[config.mk]
export PLATFORM = sky130hd
export DESIGN_NAME = corr_pattern_tx_flat
export DESIGN_NICKNAME = d
export VERILOG_FILES = /design/src/rtl/corr_pkg.sv /design/src/rtl/corr_pattern_tx_if.sv /design/src/rtl/corr_clk_div.sv /design/src/rtl/corr_pattern_tx.sv /design/src/flat_wrapper.sv
export SDC_FILE = /design/constraint.sdc
export NUM_CORES = 1
export LEC_CHECK = 0
export CORE_ASPECT_RATIO = 1.5
export CORE_MARGIN = 3
export CORE_UTILIZATION = 54
export CTS_CLUSTER_DIAMETER = 150
export CTS_CLUSTER_SIZE = 40
export DETAILED_ROUTE_END_ITERATION = 12
export GPL_ROUTABILITY_DRIVEN = 0
export PLACE_DENSITY = 0.88
export SLEW_MARGIN = 20
export SYNTH_ARGS = -nofsm -noshare
export SYNTH_HDL_FRONTEND = slang
export SYNTH_HIERARCHICAL = 1
export SYNTH_SLANG_ARGS = --single-unit
[constraint.sdc]
create_clock -name clki -period 6.1 [get_ports clki]
set_clock_uncertainty 0.15 [all_clocks]
set_input_delay 1.22 -clock clki [delete_from_list [all_inputs] [get_ports clki]]
set_output_delay 1.22 -clock clki [all_outputs]
set_load 0.01 [all_outputs]
[src/rtl/corr_pkg.sv]
// Shared types and default sizes for the correlator pattern transmitter.
package corr_pkg;

  typedef enum logic [1:0] {
    IDLE,
    SHIFT,
    WAIT_ACK,
    DONE
  } corr_tx_state_t;

  localparam int CORR_DATA_W = 32;
  localparam int CORR_REP_W  = 12;

endpackage

[src/rtl/corr_pattern_tx_if.sv]
// Host/correlator side signal bundle of corr_pattern_tx.
interface corr_pattern_tx_if
  import corr_pkg::*;
#(
  parameter int DATA_W = CORR_DATA_W,
  parameter int REP_W  = CORR_REP_W
);

  logic              start;
  logic              abort;
  logic [DATA_W-1:0] pattern;
  logic [REP_W-1:0]  reps;
  logic              ack;
  logic              ser_clk;
  logic              ser_out;
  logic              busy;
  logic              done;
  logic [REP_W-1:0]  rep_cnt;
  logic              err;

  modport master (
    output start, abort, pattern, reps, ack,
    input  ser_clk, ser_out, busy, done,
    input  rep_cnt, err
  );

  modport slave (
    input  start, abort, pattern, reps, ack,
    output ser_clk, ser_out, busy, done,
    output rep_cnt, err
  );

endinterface

[src/rtl/corr_clk_div.sv]
// Half-period divider producing ser_clk and a one-cycle fall tick.
module corr_clk_div #(
  parameter int HALF_DIV = 83333
) (
  input  logic clki,
  input  logic rst_n,
  input  logic clr_i,
  input  logic en_i,
  output logic ser_clk_o,
  output logic fall_tick_o
);

  localparam int CW = $clog2(HALF_DIV + 1);
  localparam logic [CW-1:0] LAST = CW'(HALF_DIV - 1);

  logic [CW-1:0] cnt_q, cnt_d;
  logic          sclk_q, sclk_d;
  logic          wrap;

  assign wrap = en_i && !clr_i && (cnt_q == LAST);

  always_comb begin
    cnt_d  = cnt_q;
    sclk_d = sclk_q;
    if (clr_i) begin
      cnt_d  = '0;
      sclk_d = 1'b0;
    end else if (en_i) begin
      if (wrap) begin
        cnt_d  = '0;
        sclk_d = !sclk_q;
      end else begin
        cnt_d = cnt_q + CW'(1);
      end
    end
  end

  always_ff @(posedge clki) begin
    if (!rst_n) begin
      cnt_q  <= '0;
      sclk_q <= 1'b0;
    end else begin
      cnt_q  <= cnt_d;
      sclk_q <= sclk_d;
    end
  end

  assign ser_clk_o   = sclk_q;
  assign fall_tick_o = wrap && sclk_q;

endmodule

[src/rtl/corr_pattern_tx.sv]
// Serial pattern transmitter, LSB first, repeated with per-word ack.
// Define CORR_TX_TIMEOUT_EN to enable the ack timeout and err flag.
module corr_pattern_tx
  import corr_pkg::*;
#(
  parameter int DATA_W   = CORR_DATA_W,
  parameter int HALF_DIV = 83333,
  parameter int REP_W    = CORR_REP_W,
  parameter int TIMEOUT  = 1000000
) (
  input  logic               clki,
  input  logic               rst_n,
  corr_pattern_tx_if.slave   bus
);

  localparam int BW = $clog2(DATA_W + 1);
  localparam int IW = $clog2(DATA_W);

  corr_tx_state_t    state_q, state_d;
  logic [DATA_W-1:0] pat_q, pat_d;
  logic [REP_W-1:0]  reps_q, reps_d;
  logic [REP_W-1:0]  rcnt_q, rcnt_d;
  logic [BW-1:0]     bit_q, bit_d;
  logic              sout_q, sout_d;
  logic              err_q, err_d;
  logic              div_clr, div_en;
  logic              fall_tick, sclk;
  logic              tmo_hit;

  corr_clk_div #(.HALF_DIV(HALF_DIV)) u_div (
    .clki       (clki),
    .rst_n      (rst_n),
    .clr_i      (div_clr),
    .en_i       (div_en),
    .ser_clk_o  (sclk),
    .fall_tick_o(fall_tick)
  );

`ifdef CORR_TX_TIMEOUT_EN
  localparam int TW = $clog2(TIMEOUT + 1);
  logic [TW-1:0] tmo_q, tmo_d;

  // Held at zero outside WAIT_ACK so every entry starts a fresh window
  always_comb begin
    tmo_d = '0;
    if (state_q == WAIT_ACK) tmo_d = tmo_q + TW'(1);
  end

  assign tmo_hit = (state_q == WAIT_ACK) && (tmo_q == TW'(TIMEOUT - 1));

  always_ff @(posedge clki) begin
    if (!rst_n) tmo_q <= '0;
    else        tmo_q <= tmo_d;
  end
`else
  localparam int unused_timeout = TIMEOUT;
  assign tmo_hit = 1'b0;
`endif

  always_comb begin
    state_d = state_q;
    pat_d   = pat_q;
    reps_d  = reps_q;
    rcnt_d  = rcnt_q;
    bit_d   = bit_q;
    sout_d  = sout_q;
    err_d   = err_q;
    div_clr = 1'b0;
    div_en  = 1'b0;
    if (bus.abort) begin
      state_d = IDLE;
      sout_d  = 1'b0;
      div_clr = 1'b1;
    end else begin
      unique case (state_q)
        IDLE: begin
          if (bus.start) begin
            pat_d  = bus.pattern;
            reps_d = bus.reps;
            rcnt_d = '0;
            err_d  = 1'b0;
            if (bus.reps == '0) begin
              state_d = DONE;
            end else begin
              state_d = SHIFT;
              sout_d  = bus.pattern[0];
              bit_d   = BW'(1);
              div_clr = 1'b1;
            end
          end
        end
        SHIFT: begin
          div_en = 1'b1;
          if (fall_tick) begin
            if (bit_q < BW'(DATA_W)) begin
              sout_d = pat_q[bit_q[IW-1:0]];
              bit_d  = bit_q + BW'(1);
            end else begin
              sout_d  = 1'b0;
              state_d = WAIT_ACK;
            end
          end
        end
        WAIT_ACK: begin
          sout_d = 1'b0;
          if (bus.ack) begin
            if (rcnt_q != reps_q) rcnt_d = rcnt_q + REP_W'(1);
            if (rcnt_d == reps_q) begin
              state_d = DONE;
            end else begin
              state_d = SHIFT;
              sout_d  = pat_q[0];
              bit_d   = BW'(1);
              div_clr = 1'b1;
            end
          end else if (tmo_hit) begin
            err_d   = 1'b1;
            state_d = IDLE;
          end
        end
        DONE: state_d = IDLE;
        default: state_d = IDLE;
      endcase
    end
  end

  always_ff @(posedge clki) begin
    if (!rst_n) begin
      state_q <= IDLE;
      pat_q   <= '0;
      reps_q  <= '0;
      rcnt_q  <= '0;
      bit_q   <= '0;
      sout_q  <= 1'b0;
      err_q   <= 1'b0;
    end else begin
      state_q <= state_d;
      pat_q   <= pat_d;
      reps_q  <= reps_d;
      rcnt_q  <= rcnt_d;
      bit_q   <= bit_d;
      sout_q  <= sout_d;
      err_q   <= err_d;
    end
  end

  assign bus.ser_clk = sclk;
  assign bus.ser_out = sout_q;
  assign bus.busy    = (state_q != IDLE);
  assign bus.done    = (state_q == DONE) && !bus.abort;
  assign bus.rep_cnt = rcnt_q;
  assign bus.err     = err_q;

endmodule

[src/flat_wrapper.sv]
// flat-port wrapper written by rule: the top's interface ports become plain ports
module corr_pattern_tx_flat import corr_pkg::*;
#(
  parameter int DATA_W   = CORR_DATA_W,
  parameter int HALF_DIV = 83333,
  parameter int REP_W    = CORR_REP_W,
  parameter int TIMEOUT  = 1000000
)
  (clki, rst_n, bus_start, bus_abort, bus_pattern, bus_reps, bus_ack, bus_ser_clk, bus_ser_out, bus_busy, bus_done, bus_rep_cnt, bus_err);
  corr_pattern_tx_if #(.DATA_W(DATA_W), .REP_W(REP_W)) bus_i ();
  input  logic clki;
  input  logic rst_n;
  input wire logic [$bits(bus_i.start)-1:0] bus_start;
  input wire logic [$bits(bus_i.abort)-1:0] bus_abort;
  input wire logic [$bits(bus_i.pattern)-1:0] bus_pattern;
  input wire logic [$bits(bus_i.reps)-1:0] bus_reps;
  input wire logic [$bits(bus_i.ack)-1:0] bus_ack;
  output wire logic [$bits(bus_i.ser_clk)-1:0] bus_ser_clk;
  output wire logic [$bits(bus_i.ser_out)-1:0] bus_ser_out;
  output wire logic [$bits(bus_i.busy)-1:0] bus_busy;
  output wire logic [$bits(bus_i.done)-1:0] bus_done;
  output wire logic [$bits(bus_i.rep_cnt)-1:0] bus_rep_cnt;
  output wire logic [$bits(bus_i.err)-1:0] bus_err;
  assign bus_i.start = bus_start;
  assign bus_i.abort = bus_abort;
  assign bus_i.pattern = bus_pattern;
  assign bus_i.reps = bus_reps;
  assign bus_i.ack = bus_ack;
  assign bus_ser_clk = bus_i.ser_clk;
  assign bus_ser_out = bus_i.ser_out;
  assign bus_busy = bus_i.busy;
  assign bus_done = bus_i.done;
  assign bus_rep_cnt = bus_i.rep_cnt;
  assign bus_err = bus_i.err;
  corr_pattern_tx #(.DATA_W(DATA_W), .HALF_DIV(HALF_DIV), .REP_W(REP_W), .TIMEOUT(TIMEOUT)) u_core (.clki(clki), .rst_n(rst_n), .bus(bus_i));
endmodule
==> metrics.csv <==
metric;value;unit
run_status;finished, final reports clean;
num-nets-final;655;
diodes;0;
finalSetupViolCount;0;
endpoint_kind;register;
layout-drive-gt1-share;9.50;%
hpwl_after_dpl;8410;µm
fmax;0.197;GHz
overall_global_routing_resource_usage;24.8;%
post_synth_main_area_contributors;sky130_fd_sc_hd__dfxtp_1, sky130_fd_sc_hd__nand2_1, sky130_fd_sc_hd__a21oi_1;
path_delay_family;simple AND/OR/NAND/NOR gates;
synth_enable_flop_cells;0;
dp_cells;691;
worst_path_most_repeated_cell;sky130_fd_sc_hd__a21oi_1;
crit_path_cell_trace;ha_1 -> and3_1 -> nand4_1 -> a221oi_2 -> nand4_1 -> a22oi_1 -> a21oi_1 -> a311o_1 -> nor4bb_1 -> nand3_1 -> nor2_1 -> and2_1 -> nand2b_1 -> a21oi_1 -> o211ai_1 -> or4_2 -> a21oi_1 -> a311o_1;
first_pass_grt_wire_length;18900;µm
cts_tree;built;
clk_latency;340;ps
area_growth;17.5;%
setup-tns-final;0;ps
cts_hold_repair.buffers;0;
fp.dieH;119;µm
worst-setup-path-type;reg -> reg;
timing.critical_path.buf_inv;0;
required_time_of_the_worst_setup_path;6230;ps
core-area;0.00816;mm²
max_slew.worst_pin.slew;866;ps
wl_per_cell;16.4;µm
reg2reg_slack;1010;ps
total_iterations_of_the_first_detailed_routing_run;7;
yosys.area.top_type_share;35.9;%
drv.max_cap_violation_count;0;
crit_fanout;8;
period_needed;5090;ps
worst_hold_path.endpoint;u_core/pat_q[28];
reg2reg_depth;18;
final_max_tran_viols;0;
num_cts_buffers;9;
cellPowerDensity;229;mW/mm²
ctsResizeCount;0;
wirelength;11600;µm
synth_sequential_area_ratio;35.9;%
yosys.area.top_type;sky130_fd_sc_hd__dfxtp_1;
post_synth_inst_count;556;
numPortBuffers;64;
final_layout_worst_hold_slack;305;ps
fill_cells;670;
yosys-top-cells-count;sky130_fd_sc_hd__nand2_1, sky130_fd_sc_hd__dfxtp_1, sky130_fd_sc_hd__a21oi_1, sky130_fd_sc_hd__nor2_1, sky130_fd_sc_hd__xnor2_1;
slew_headroom;41.6;%
design.portCount;66;
fp-row-count;40;
initialDrtViolationCount;355;
total_leakage_power;1.78;nW
synth-async-reset-ratio;0;%
antenna_violations_before_repair;0;
clock-root-buffer;sky130_fd_sc_hd__clkbuf_16;
vdd_ir_drop_max;0.000243;V
vias;4312;
cpPeakStageDelay;670;ps
cts.reportedPaths.clkPinSlew;60;ps
synth_area;0.00463;mm²
final.period_utilization;83.4;%
number_of_setup_buffers_added_after_cts;0;
detail_route.drc_violations;0;
initial_core_util;56.7;%
crit-reg2reg-capture;u_core/bit_q[2];
grt_setup_unrepaired;false;
cts.sink_count;83;
synth_warnings;6;
min_delay_startpoint;u_core/pat_q[28];
mappedNetlistNets;614;
synth-seq-cells;83;
stdcell_count;705;
design.die.area;0.00974;mm²
yosysUniqueCellTypes;74;
htreeDepth;3;
cpMaxStageDelayCell;sky130_fd_sc_hd__or4_2;
arrival_time_reported_for_the_critical_path_endpoint;5210;ps
hp-class;reg -> reg;
vias_in_the_first_global_route;4151;
largest_net_degree_at_the_start_of_global_routing;45;
synth-main-ff-cell;sky130_fd_sc_hd__dfxtp_1;
chipWidth;81.6;µm
syn_avg_cell_area;8.32;µm²
grt.overflow.total;0;
critPathLaunchType;register;
yosysMostFrequentCell;sky130_fd_sc_hd__nand2_1;
timing_hold_violations_final;0;
drt-vias-per-instance;6.12;
number_of_cells_traversed_by_the_worst_hold_path;2;
drt.antenna.violating_nets;0;
ctsLongestPathBuffers;2;
regToRegStartpoint;u_core/bus.rep_cnt[0];
==> flip-flops by register name, indices dropped and copies added (netlist names) <==
signal / flops
u_core/bit_q: 6
u_core/bus.ser_out: 1
u_core/u_div/cnt_q: 17
u_core/state_q: 2
u_core/pat_q: 32
u_core/u_div/ser_clk_o: 1
u_core/bus.rep_cnt: 12
u_core/reps_q: 12
==> routing by layer <==
| metal | vias to the layer above | GRT usage [%] | share of wire [%] |
|---|---|---|---|
| met5 | - | 0 | 0 |
| met4 | 0 | 13.9 | 4.2 |
| met3 | 39 | 5.52 | 5.9 |
| met2 | 184 | 42.9 | 53 |
| met1 | 2029 | 27.1 | 37 |
| li1 | 2060 | - | - |
==> through the flow <==
stage | setup slack (ps) | total power [W] | area [µm²] | utilization, %
global placement | 1100 | 0.000767 | 5180 | 63.5
CTS | 1070 | 0.00125 | 5440 | 66.6
global route | 533 | 0.00129 | 5440 | 66.6
floorplan | 1630 | 0.000712 | 4630 | -
finish | 1010 | 0.00124 | 5440 | 66.6
detailed placement | 939 | 0.000774 | 5180 | 63.5
==> where the power goes <==
| part | switching [W] | internal [W] |
|---|---|---|
| logic | 0.000104 | 0.0000821 |
| registers | 0.0000181 | 0.000560 |
| clock network | 0.000210 | 0.000269 |
==> worst reg2reg max path, stage by stage, from the launching register on <==
cell	delay, ps
sky130_fd_sc_hd__dfxtp_1	500
sky130_fd_sc_hd__ha_1	330
sky130_fd_sc_hd__and3_1	350
sky130_fd_sc_hd__nand4_1	160
sky130_fd_sc_hd__a221oi_2	270
sky130_fd_sc_hd__nand4_1	230
sky130_fd_sc_hd__a22oi_1	250
sky130_fd_sc_hd__a21oi_1	100
sky130_fd_sc_hd__a311o_1	360
sky130_fd_sc_hd__nor4bb_1	300
sky130_fd_sc_hd__nand3_1	220
sky130_fd_sc_hd__nor2_1	220
sky130_fd_sc_hd__and2_1	200
sky130_fd_sc_hd__nand2b_1	70
sky130_fd_sc_hd__a21oi_1	140
sky130_fd_sc_hd__o211ai_1	240
sky130_fd_sc_hd__or4_2	670
sky130_fd_sc_hd__a21oi_1	140
sky130_fd_sc_hd__a311o_1	130
==> kinds of logic (layout without fill, tap and decap cells) <==
logic type | Yosys count | in the layout | share of synthesized area (%)
other cells | 1 | 1 | 0.0811
mux | 13 | 13 | 5.52
xor+xnor | 32 | 32 | 6.22
buf+inv | 48 | 92 | 6.09
flops | 83 | 83 | 35.9
fa+ha+maj | 9 | 9 | 2.43
simple gates | 249 | 249 | 26.0
compound gates | 121 | 121 | 17.7
==> worst max path at each step <==
stage,cells after the start,slack [ps],to,start
detailed placement,14,940,u_core/bit_q[2],bus_reps[2]
floorplan,19,1630,u_core/bit_q[2],u_core/bus.rep_cnt[0]
global route,18,530,u_core/bit_q[2],u_core/bus.rep_cnt[0]
CTS,18,1070,u_core/bit_q[2],u_core/bus.rep_cnt[0]
finish,18,1010,u_core/bit_q[2],u_core/bus.rep_cnt[0]
global placement,14,1100,u_core/bit_q[2],bus_reps[11]
==> cell usage in the layout, fill, tap and decap left out, types with 11 or more instances in the layout <==
| master | count |
|---|---|
| sky130_fd_sc_hd__a21oi_1 | 56 |
| sky130_fd_sc_hd__clkdlybuf4s50_1 | 64 |
| sky130_fd_sc_hd__dfxtp_1 | 83 |
| sky130_fd_sc_hd__inv_1 | 12 |
| sky130_fd_sc_hd__nand2_1 | 113 |
| sky130_fd_sc_hd__nand3_1 | 19 |
| sky130_fd_sc_hd__nand4_1 | 11 |
| sky130_fd_sc_hd__nor2_1 | 42 |
| sky130_fd_sc_hd__nor3_1 | 12 |
| sky130_fd_sc_hd__nor4_1 | 12 |
| sky130_fd_sc_hd__o21ai_0 | 13 |
| sky130_fd_sc_hd__xnor2_1 | 23 |
==> cell type report <==
| cell class | instances | area [µm²] | share of cell area (%) |
|---|---|---|---|
| Tap cell | 105 | 131 | 2.42 |
| Timing Repair Buffer | 66 | 656 | 12.1 |
| Clock buffer | 9 | 225 | 4.14 |
| Sequential cell | 83 | 1660 | 30.6 |
| Multi-Input combinational cell | 425 | 2690 | 49.4 |
| Clock inverter | 5 | 32.5 | 0.598 |
| Inverter | 12 | 45.0 | 0.829 |
Power figures use the tool's default switching activity.
